**src/rtl/fetch_decode_stage.sv**
```systemverilog
// Fetch/decode stage: owns the PC, drives a 1-cycle synchronous ROM and
// registers the raw instruction plus its sliced ARM-style fields.
//
// Ports:
//   i_clk, i_rst         clock, synchronous active-high reset
//   i_en                 fetch enable (low = no new ROM requests)
//   o_rom_addr           ROM address (registered PC)
//   i_rom_data           ROM word for the address of the previous cycle
//   i_br_valid/target    redirect request and target PC
//   o_out_valid/i_out_ready  output handshake
//   o_out_pc/o_out_instr     PC and raw word of the presented instruction
//   o_out_cond..o_out_offset_br  decoded fields (pure bit slices)
//
// Build option: define FETCH_SKID_EN to add a 1-entry skid register that
// keeps a return arriving under backpressure; without it the return is
// dropped and its address is refetched.
module fetch_decode_stage #(
    parameter int unsigned       ADDR_W   = 8,
    parameter logic [ADDR_W-1:0] RESET_PC = '0,
    parameter int unsigned       PC_STEP  = 1
) (
    input  logic              i_clk,
    input  logic              i_rst,
    input  logic              i_en,
    output logic [ADDR_W-1:0] o_rom_addr,
    input  logic [31:0]       i_rom_data,
    input  logic              i_br_valid,
    input  logic [ADDR_W-1:0] i_br_target,
    output logic              o_out_valid,
    input  logic              i_out_ready,
    output logic [ADDR_W-1:0] o_out_pc,
    output logic [31:0]       o_out_instr,
    output logic [3:0]        o_out_cond,
    output logic [1:0]        o_out_op,
    output logic [3:0]        o_out_opcode,
    output logic              o_out_i,
    output logic              o_out_p,
    output logic              o_out_u,
    output logic              o_out_b,
    output logic              o_out_w,
    output logic              o_out_s,
    output logic [3:0]        o_out_rn,
    output logic [3:0]        o_out_rd,
    output logic [11:0]       o_out_operand2,
    output logic [23:0]       o_out_offset_br
);

    localparam logic [ADDR_W-1:0] LP_STEP = ADDR_W'(PC_STEP);

    logic [ADDR_W-1:0] r_pc;
    logic              r_req_valid;
    logic [ADDR_W-1:0] r_req_pc;
    logic              r_out_valid;
    logic [ADDR_W-1:0] r_out_pc;
    logic [31:0]       r_out_instr;

    logic              w_accept;
    logic              w_issue;
    logic              w_load;
    logic              w_skid_full;
    logic [ADDR_W-1:0] w_load_pc;
    logic [31:0]       w_load_instr;

    assign w_accept = !r_out_valid || i_out_ready;

`ifdef FETCH_SKID_EN
    logic              r_skid_valid;
    logic [ADDR_W-1:0] r_skid_pc;
    logic [31:0]       r_skid_instr;

    // A full skid never coexists with a return: it is only filled when
    // nothing was issued, and nothing is issued while it is full.
    assign w_skid_full  = r_skid_valid;
    assign w_load       = w_accept && (r_skid_valid || r_req_valid);
    assign w_load_pc    = r_skid_valid ? r_skid_pc : r_req_pc;
    assign w_load_instr = r_skid_valid ? r_skid_instr : i_rom_data;
`else
    assign w_skid_full  = 1'b0;
    assign w_load       = w_accept && r_req_valid;
    assign w_load_pc    = r_req_pc;
    assign w_load_instr = i_rom_data;
`endif

    assign w_issue = i_en && w_accept && !i_br_valid && !w_skid_full;

    always_ff @(posedge i_clk) begin
        if (i_rst) begin
            r_pc        <= RESET_PC;
            r_req_valid <= 1'b0;
            r_req_pc    <= '0;
            r_out_valid <= 1'b0;
            r_out_pc    <= '0;
            r_out_instr <= '0;
`ifdef FETCH_SKID_EN
            r_skid_valid <= 1'b0;
            r_skid_pc    <= '0;
            r_skid_instr <= '0;
`endif
        end else if (i_br_valid) begin
            // Redirect discards everything in flight or on display.
            r_pc        <= i_br_target;
            r_req_valid <= 1'b0;
            r_out_valid <= 1'b0;
`ifdef FETCH_SKID_EN
            r_skid_valid <= 1'b0;
`endif
        end else begin
            r_req_valid <= w_issue;
            if (w_issue) begin
                r_req_pc <= r_pc;
                r_pc     <= r_pc + LP_STEP;
            end
`ifndef FETCH_SKID_EN
            // Return lost to backpressure: rewind so it is refetched.
            else if (r_req_valid && !w_accept) begin
                r_pc <= r_req_pc;
            end
`endif

            if (w_load) begin
                r_out_valid <= 1'b1;
                r_out_pc    <= w_load_pc;
                r_out_instr <= w_load_instr;
            end else if (r_out_valid && i_out_ready) begin
                r_out_valid <= 1'b0;
            end

`ifdef FETCH_SKID_EN
            if (r_skid_valid && w_accept) begin
                r_skid_valid <= 1'b0;
            end else if (r_req_valid && !w_accept) begin
                r_skid_valid <= 1'b1;
                r_skid_pc    <= r_req_pc;
                r_skid_instr <= i_rom_data;
            end
`endif
        end
    end

    assign o_rom_addr      = r_pc;
    assign o_out_valid     = r_out_valid;
    assign o_out_pc        = r_out_pc;
    assign o_out_instr     = r_out_instr;
    // P/U/B/W/S deliberately alias opcode bits; consumer picks by op.
    assign o_out_cond      = r_out_instr[31:28];
    assign o_out_op        = r_out_instr[27:26];
    assign o_out_opcode    = r_out_instr[24:21];
    assign o_out_i         = r_out_instr[25];
    assign o_out_p         = r_out_instr[24];
    assign o_out_u         = r_out_instr[23];
    assign o_out_b         = r_out_instr[22];
    assign o_out_w         = r_out_instr[21];
    assign o_out_s         = r_out_instr[20];
    assign o_out_rn        = r_out_instr[19:16];
    assign o_out_rd        = r_out_instr[15:12];
    assign o_out_operand2  = r_out_instr[11:0];
    assign o_out_offset_br = r_out_instr[23:0];

endmodule

```
**config.mk**
```make
export PLATFORM = sky130hd
export DESIGN_NAME = fetch_decode_stage
export DESIGN_NICKNAME = d
export VERILOG_FILES = /design/src/rtl/fetch_decode_stage.sv
export SDC_FILE = /design/constraint.sdc
export NUM_CORES = 1
export LEC_CHECK = 0
export CORE_MARGIN = 2
export CORE_UTILIZATION = 39
export DETAILED_ROUTE_END_ITERATION = 6
export GPL_TIMING_DRIVEN = 0
export PLACE_DENSITY = 0.93
export SKIP_CTS_REPAIR_TIMING = 1
export SYNTH_ARGS = -nofsm -noshare
export SYNTH_HDL_FRONTEND = slang
export SYNTH_SLANG_ARGS = --single-unit
export TNS_END_PERCENT = 1
```
**constraint.sdc**
```tcl
create_clock -name i_clk -period 1.7 [get_ports i_clk]
set_clock_uncertainty 0.05 [all_clocks]
set_input_delay 0.17 -clock i_clk [delete_from_list [all_inputs] [get_ports i_clk]]
set_output_delay 0.17 -clock i_clk [all_outputs]
set_load 0.01 [all_outputs]
```
==> impl_metrics.tcl, run 1 <==
set metrics [dict create \
    status "completed" \
    p_clk_share_pct 41.7 \
    numCtsBuffers 9 \
    drive_above_1_share_pct 18.4 \
    finalSetupViolations 0 \
    num_vias 2985 \
    synth-main-ff-cell "dfxtp_1" \
    yosysWarnings 0 \
    timing.fmax_mhz 606 \
    cts_buffer_depth 2 \
    seq_area_frac_synth_pct 42.0 \
    timing.final.crit_period_ps 1650 \
    synth_cell_type_count 38 \
    dpl.hpwl_mm 6.59 \
    firstDrtPassIters 4 \
    power.density_nw_per_um2 708 \
    grt_pass1_wl_mm 13.0 \
    port-buffer-count 152 \
    dp.cells 603 \
    internal_power_mw 2.52 \
    ys_ff_latch 58 \
    htreeDepth 3 \
    grt_pass1_vias 2686 \
    drt.antenna.violating_nets 0 \
    synth_mux_area_share_pct 0 \
    hold_ws_ps 158 \
    drtIter0Drc 124 \
    critical_path_class "reg2reg" \
    netlist.area_leader.share_pct 42.0 \
    synthTopCellsByArea "dfxtp_1 42%, buf_4 17%, nand2_1 14%, a21oi_1 10%, buf_2 1.8%" \
    p_switching_mw 0.750 \
    tightest_slew_ps 505 \
    syn-num-nets 401 \
    required_ps 1920 \
    syn_area_per_cell_um2 7.79 \
    rsz0062_at_grt "false" \
    synthAdderAreaFrac_pct 0.453 \
    synthesis.area_um2 2760 \
    switching_share_pct 22.9 \
    seq_area_um2 1160 \
    gp_congestion 0.875 \
    worst-path-max-fanout 8 \
    wl_per_cell_um 13.9 \
    clock_latency_ps 320 \
    core_area_um2 6830 \
    most-common-layout-cells "152 x clkdlybuf4s50_1, 101 x nand2_1, 61 x buf_4, 56 x a21oi_1, 56 x dfxtp_1" \
    maxCapViolations 0 \
    leakage_nw 1.75 \
    synth_top_family_by_area "simple AND/OR/NAND/NOR gates" \
    fin_crit_sh_pct 97.0 \
    comb_power_share_pct 14.0 \
    root_buffer "clkbuf_8" \
    design_area_um2 4620 \
    synth-compound-area-share_pct 16.3 \
    track_usage_pct 21.6 \
    die_w_um 88.2 \
    mostFrequentLayoutCell "clkdlybuf4s50_1" \
    yosys.area_share.simple_pct 21.0 \
    place_area_um2 4410 \
    fin_cells 617 \
    die_height_um 88.2 \
    viasPerCell 4.84 \
    critPathCaptureType "register" \
    wirelength_mm 8.56 \
    multi_input_area_um2 1050 \
    antenna_found_initial 0 \
    diodes 0 \
    finalHoldViolCount 0 \
    nets 564 \
    min-delay-path-class "in2reg" \
    tritoncts "yes" \
    floorplan.initialDensity_pct 40.5 \
    finalMaxSlewViolations 0 \
    synth_edf_count 0 \
    synth_xor_area_share_pct 0 \
    n_fill_cell 580 \
    critPathLaunchType "register" \
    dieArea_um2 7780 \
    vdd_drop_max_mv 0.455 \
    path_clk_slew_ps 70 \
    utilization_pct 67.6 \
    grt_max_degree 11 \
    synth_area_leader_cell "dfxtp_1" \
    ioPinCount 154 \
    syn_to_final_growth_pct 67.1 \
    route.detailed.drc 0 \
    cts.sinks 58 \
    overflow 0 \
    p_seq_share_pct 44.4 \
    syn_inst 355 \
    async_flop_share_pct 0 \
    slew_headroom_pct 66.4 \
    num_rows 30 \
    arrival_ps 1870 \
]
registers in the layout, summed over array words and instances, names as in the netlist:
name         flops
o_out_instr     32
r_req_pc         8
o_out_valid      1
r_req_valid      1
o_rom_addr       8
o_out_pc         8
synthesized netlist by cell type, types with 2 or more instances:
cell and n:
nor3_1 5, nor2_1 5, a21boi_0 2, a31oi_1 3, inv_1 5, nand4_1 3
buf_4 61, nand3_1 9, nand2_1 101, o31a_2 2, dfxtp_1 58, a21oi_1 56
buf_2 10, or4_1 2, o41ai_1 2, o21ai_0 4, clkbuf_1 6
through the flow:
step	setup TNS [ps]	worst slack, ps	total power, mW
2_1_floorplan	0	153	1.66
3_3_place_gp	-9220	-222	1.92
3_5_place_dp	-10570	-264	1.93
4_1_cts	-26.7	-26.7	3.28
5_1_grt	0	17.2	3.39
6_report	0	51.1	3.27
power by group through the flow:
stage	registers [mW]	clock network (mW)	logic, mW
final	1.45	1.36	0.457
after global placement	1.48	0	0.445
after global routing	1.46	1.44	0.493
after detailed placement	1.48	0	0.455
after floorplan	1.48	0	0.183
after CTS	1.45	1.38	0.458
cell type report:
cell class	instances	area share (%)
Clock buffer	11	3.06
Tap cell	96	2.60
Sequential cell	58	25.2
Inverter	5	0.406
Clock inverter	3	1.41
Timing Repair Buffer	152	32.9
Multi-Input combinational cell	214	22.7
Buffer	78	11.7
worst max-delay path, stage by stage, from the launching register on:
cell and delay, ps:
dfxtp_2 430, ha_1 240, nand3_1 120, or4_1 420
a21oi_1 190, o31a_2 150
per-layer routing:
layer  vias up  track usage (%)  wire, um  part of all wire (%)
li1       1442                -         -                     -
met2       140             39.9      4480                    52
met3        12             4.34       623                   7.3
met1      1391             24.1      3340                    39
met4         0             8.54       114                   1.3
met5         -                0         0                     0
final timing paths:
kind	start	to	slack, ps	cells past startpoint
setup / recovery	o_rom_addr[0]	o_rom_addr[4]	50	5
hold / removal	i_en	o_rom_addr[1]	160	3
setup reg to reg	o_rom_addr[0]	o_rom_addr[4]	50	5
hold reg to reg	o_out_pc[7]	o_out_pc[7]	400	2
cell families (layout without fill, tap and decap cells):
logic type      after synthesis  after routing
compound gates               78             78
fa+ha+maj                     1              1
buf+inv                      83            249
flops                        58             58
simple gates                135            135
No activity file was read; power rests on OpenSTA's default activity.
==> inputs of run 2 (changes only) <==
--- a/config.mk
+++ b/config.mk
@@ -5,11 +5,13 @@
 export SDC_FILE = /design/constraint.sdc
 export NUM_CORES = 1
 export LEC_CHECK = 0
+export CELL_PAD_IN_SITES_DETAIL_PLACEMENT = 0
+export CELL_PAD_IN_SITES_GLOBAL_PLACEMENT = 1
 export CORE_MARGIN = 2
-export CORE_UTILIZATION = 39
+export CORE_UTILIZATION = 26
 export DETAILED_ROUTE_END_ITERATION = 6
 export GPL_TIMING_DRIVEN = 0
-export PLACE_DENSITY = 0.93
+export PLACE_DENSITY = 0.91
 export SKIP_CTS_REPAIR_TIMING = 1
 export SYNTH_ARGS = -nofsm -noshare
 export SYNTH_HDL_FRONTEND = slang
==> run 2 against run 1 <==
Compared with the run above:
- first-iteration DRC count is 16% lower
- die area grew 48%
- largest cell class unchanged
- sequential share of layout area shrank 0.22 points
==> impl_metrics.tcl, run 2 (same netlist as run 1, synthesis figures left out) <==
set metrics [dict create \
    place_ws_ps -498 \
    leakage_nw 1.74 \
    overflow 0 \
    grt_max_degree 12 \
    timing.final.crit_period_ps 1650 \
    dieArea_um2 11500 \
    ioPinCount 154 \
    status "completed" \
    route.detailed.drc 0 \
    crit_buf_inv 1 \
    finalHoldViolCount 0 \
    worst_slack_ps 50.5 \
    fin_crit_sh_pct 97.0 \
    timing.fmax_mhz 606 \
    core_area_um2 10300 \
    htreeDepth 3 \
    drtIter0Drc 104 \
    diodes 0 \
    tritoncts "yes" \
    setup-tns-final_ps 0 \
    num_rows 37 \
    port-buffer-count 152 \
    maxCapViolations 0 \
    arrival_ps 1430 \
    numCtsBuffers 9 \
    finalMaxSlewViolations 0 \
    firstDrtPassIters 4 \
    critPathLaunchType "register" \
    reg2reg_slack_ps 130 \
    slowest_stage "clkdlybuf4s50_1" \
    slew_headroom_pct 65.9 \
    rsz0062_at_grt "false" \
    drive_above_1_share_pct 18.9 \
    die_height_um 107 \
    critPathCaptureType "primary output" \
    cts_buffer_depth 2 \
    syn_to_final_growth_pct 68.8 \
    critical_path_class "reg2out" \
    cts.sinks 58 \
    track_usage_pct 14.6 \
    worst-path-max-fanout 7 \
    nets 564 \
    grt_pass1_wl_mm 13.4 \
    die_w_um 107 \
    required_ps 1480 \
    root_buffer "clkbuf_8" \
    n_fill_cell 1026 \
    path_delay_family "buffers and inverters" \
    power.density_nw_per_um2 681 \
    gp_congestion 0.856 \
    path_cells "clkdlybuf4s50_1" \
    grt_pass1_vias 2788 \
    wl_per_cell_um 13.0 \
    antenna_found_initial 0 \
    wirelength_mm 8.54 \
    path_clk_slew_ps 70 \
    finalSetupViolations 0 \
    mostFrequentLayoutCell "clkdlybuf4s50_1" \
    clock_latency_ps 330 \
    floorplan.initialDensity_pct 26.8 \
    num_vias 2926 \
    drt.antenna.violating_nets 0 \
    min-delay-path-class "in2reg" \
    dpl.hpwl_mm 6.59 \
    vdd_drop_max_mv 0.365 \
    most-common-layout-cells "152 x clkdlybuf4s50_1, 101 x nand2_1, 61 x buf_4, 56 x a21oi_1, 55 x dfxtp_1" \
    tightest_slew_ps 512 \
    largest_register_ffs 32 \
    slowest_delay_ps 600 \
    viasPerCell 4.44 \
]
run 2: cell count changes in the layout (fill, tap and decap cells not counted), sizes merged:
cell / change
clkinv: +2
clkinvlp: +2
bufinv: -1
clkbuf: -1
run 2: area by class of cell:
cell class | instances | area [um^2] | share of cell area [%]
clock buffers | 10 | 128 | 2.74
well taps | 136 | 170 | 3.65
plain buffers | 78 | 542 | 11.6
multi-input cells | 214 | 1050 | 22.6
clock inverters | 6 | 67.6 | 1.45
flip-flops and latches | 58 | 1160 | 25.0
repair buffers | 152 | 1520 | 32.6
inverters | 5 | 18.8 | 0.402
run 2: metrics by stage:
step	instance area [um^2]	utilization (%)	hold slack [ps]	std cells	power, mW
floorplan	2760	-	223	355	1.66
global placement	4460	43.2	396	643	1.93
detailed placement	4460	43.2	398	643	1.94
CTS	4650	45.0	127	659	3.20
global route	4670	45.2	143	659	3.31
finish	4670	45.2	142	659	3.18
run 2: routing by layer:
layer	up-vias	GRT usage [%]	routed length [um]
li1	1449	-	-
met1	1330	16.9	3450
met2	139	25.7	4320
met3	8	4.07	701
met4	0	5.10	72
met5	-	0	0
run 2: worst paths after layout:
check                start             to  depth (start not counted)
max reg2reg  o_rom_addr[1]  o_rom_addr[4]                          5
min                   i_en  o_rom_addr[1]                          3
max          o_rom_addr[5]  o_rom_addr[5]                          1
min reg2reg    o_out_pc[5]    o_out_pc[5]                          2
run 2: worst min-delay path, delay by kind of cell:
family | cells | cell delay [ps]
AO/OA/AOI/OAI | 1 | 70
buffers and inverters | 1 | 160
AND/OR/NAND/NOR | 1 | 90
run 2: where the power goes:
part           internal, mW  switching, mW  leakage, nW
logic                 0.276          0.183         1.18
clock network         0.679          0.587       0.0925
registers              1.40         0.0517        0.472
==> inputs of run 3 (changes only) <==
--- a/config.mk
+++ b/config.mk
@@ -7,11 +7,13 @@
 export LEC_CHECK = 0
 export CELL_PAD_IN_SITES_DETAIL_PLACEMENT = 0
 export CELL_PAD_IN_SITES_GLOBAL_PLACEMENT = 1
+export CORE_ASPECT_RATIO = 1.75
 export CORE_MARGIN = 2
 export CORE_UTILIZATION = 26
 export DETAILED_ROUTE_END_ITERATION = 6
 export GPL_TIMING_DRIVEN = 0
 export PLACE_DENSITY = 0.91
+export SETUP_SLACK_MARGIN = 0.02
 export SKIP_CTS_REPAIR_TIMING = 1
 export SYNTH_ARGS = -nofsm -noshare
 export SYNTH_HDL_FRONTEND = slang
==> run 3 against run 2 <==
Compared with the run above:
- clock-buffer cell count up 5
- non-clock buffer count unchanged
- final cell count down 1.4%
- utilization rose by 1.0 points
- largest power group is now the clock network
- critical path type unchanged
- sequential share of layout area decreased by 0.53 points
- die area up 0.28%
==> impl_metrics.tcl, run 3 (same netlist as run 1, synthesis figures left out) <==
set metrics [dict create \
    status "completed" \
    timing.final.crit_period_ps 1600 \
    root_buffer "clkbuf_16" \
    port-buffer-count 152 \
    nets 564 \
    required_ps 1480 \
    hold_depth 3 \
    critical_path_class "reg2out" \
    num_vias 2878 \
    drt.antenna.violating_nets 0 \
    setup-tns-final_ps 0 \
    wirelength_mm 8.66 \
    slew_headroom_pct 64.2 \
    tritoncts "yes" \
    floorplan.initialDensity_pct 26.8 \
    diodes 0 \
    numCtsBuffers 9 \
    ioPinCount 154 \
    tightest_slew_ps 537 \
    drtIter0Drc 49 \
    holdPathEnd "o_rom_addr[1]" \
    dpl.hpwl_mm 6.85 \
    min-delay-path-class "in2reg" \
    arrival_ps 1380 \
    die_height_um 140 \
    cts.sinks 58 \
    most-common-layout-cells "152 x clkdlybuf4s50_1, 101 x nand2_1, 61 x buf_4, 56 x a21oi_1, 56 x dfxtp_1" \
    htreeDepth 3 \
    firstDrtPassIters 4 \
    gp_congestion 0.887 \
    power.density_nw_per_um2 769 \
    grt_pass1_vias 2699 \
    seq_area_um2 1160 \
    finalHoldViolCount 0 \
    track_usage_pct 14.9 \
    critPathCaptureType "primary output" \
    grt_pass1_wl_mm 13.1 \
    rsz0062_at_grt "true" \
    hp-start "i_en" \
    viasPerCell 4.43 \
    fin_crit_sh_pct 94.1 \
    wl_per_cell_um 13.3 \
    antenna_found_initial 0 \
    path_clk_slew_ps 50 \
    overflow 0 \
    vdd_drop_max_mv 0.481 \
    rr_worst_depth 5 \
    syn_to_final_growth_pct 72.3 \
    rr_startpoint "o_rom_addr[0]" \
    cts_buffer_depth 2 \
    utilization_pct 46.2 \
    reg2reg_slack_ps 110 \
    die_w_um 81.9 \
    critPathLaunchType "register" \
    leakage_nw 1.80 \
    core_area_um2 10300 \
    clock_latency_ps 320 \
    n_fill_cell 1011 \
    maxCapViolations 0 \
    finalMaxSlewViolations 0 \
    largest_register_ffs 32 \
    worst-path-max-fanout 4 \
    r2r-end "o_rom_addr[4]" \
    timing.fmax_mhz 625 \
    mostFrequentLayoutCell "clkdlybuf4s50_1" \
    grt_max_degree 11 \
    multi_input_area_um2 1050 \
    num_rows 49 \
    dieArea_um2 11500 \
    route.detailed.drc 0 \
    drive_above_1_share_pct 18.9 \
    finalSetupViolations 0 \
]
run 3: cell types whose count changed in the layout (fill, tap and decap cells not counted), sizes merged:
| cell | delta |
|---|---|
| clkinvlp | -2 |
| bufinv | -1 |
| clkbuf | +6 |
| clkinv | -2 |
| buf | -1 |
run 3: final cells by class:
class	count	share of cell area, %
timing repair buffer	152	31.9
sequential	58	24.4
multi-input combinational	214	22.1
buffer	78	11.4
clock buffer	15	6.25
tap	127	3.34
inverter	5	0.394
clock inverter	1	0.105
run 3: worst max path at each step:
stage               startpoint                 end  slack, ps  cells after the start
3_3_place_gp       i_out_ready         o_out_pc[4]       -260                      7
2_1_floorplan    o_rom_addr[0]       o_rom_addr[4]        150                      5
3_5_place_dp       i_out_ready      o_out_instr[0]       -280                      7
5_1_grt          o_rom_addr[0]       o_rom_addr[4]         10                      5
4_1_cts          o_rom_addr[0]       o_rom_addr[4]         20                      5
6_report       o_out_instr[10]  o_out_operand2[10]        100                      2
run 3: critical path, cell delays in order, from the launching register on:
cell	delay (ps)
dfxtp_1	400
buf_4	140
clkdlybuf4s50_1	520
run 3: power breakdown:
| part | internal (mW) | total, mW | switching [mW] | leakage (nW) |
|---|---|---|---|---|
| Sequential | 1.40 | 1.45 | 0.0495 | 0.471 |
| Combinational | 0.276 | 0.457 | 0.181 | 1.18 |
| Clock | 1.18 | 1.75 | 0.573 | 0.152 |
run 3: layer usage:
| layer | wire [um] | up-vias | track usage (%) | part of all wire, % |
|---|---|---|---|---|
| met4 | 422 | 0 | 9.74 | 4.9 |
| li1 | - | 1452 | - | - |
| met2 | 4570 | 131 | 27.0 | 53 |
| met1 | 3100 | 1268 | 14.5 | 36 |
| met3 | 567 | 27 | 3.35 | 6.6 |
| met5 | 0 | - | 0 | 0 |
run 3: stage by stage:
step / instance area, um^2 / power (mW) / hold slack (ps) / cells / worst slack (ps)
floorplan: 2760 / 1.66 / 223 / 355 / 153
global placement: 4440 / 1.93 / 395 / 634 / -255
detailed placement: 4440 / 1.93 / 399 / 634 / -284
CTS: 4750 / 3.71 / 129 / 650 / 15.1
global route: 4760 / 3.81 / 151 / 650 / 9.61
finish: 4760 / 3.66 / 139 / 650 / 99.7
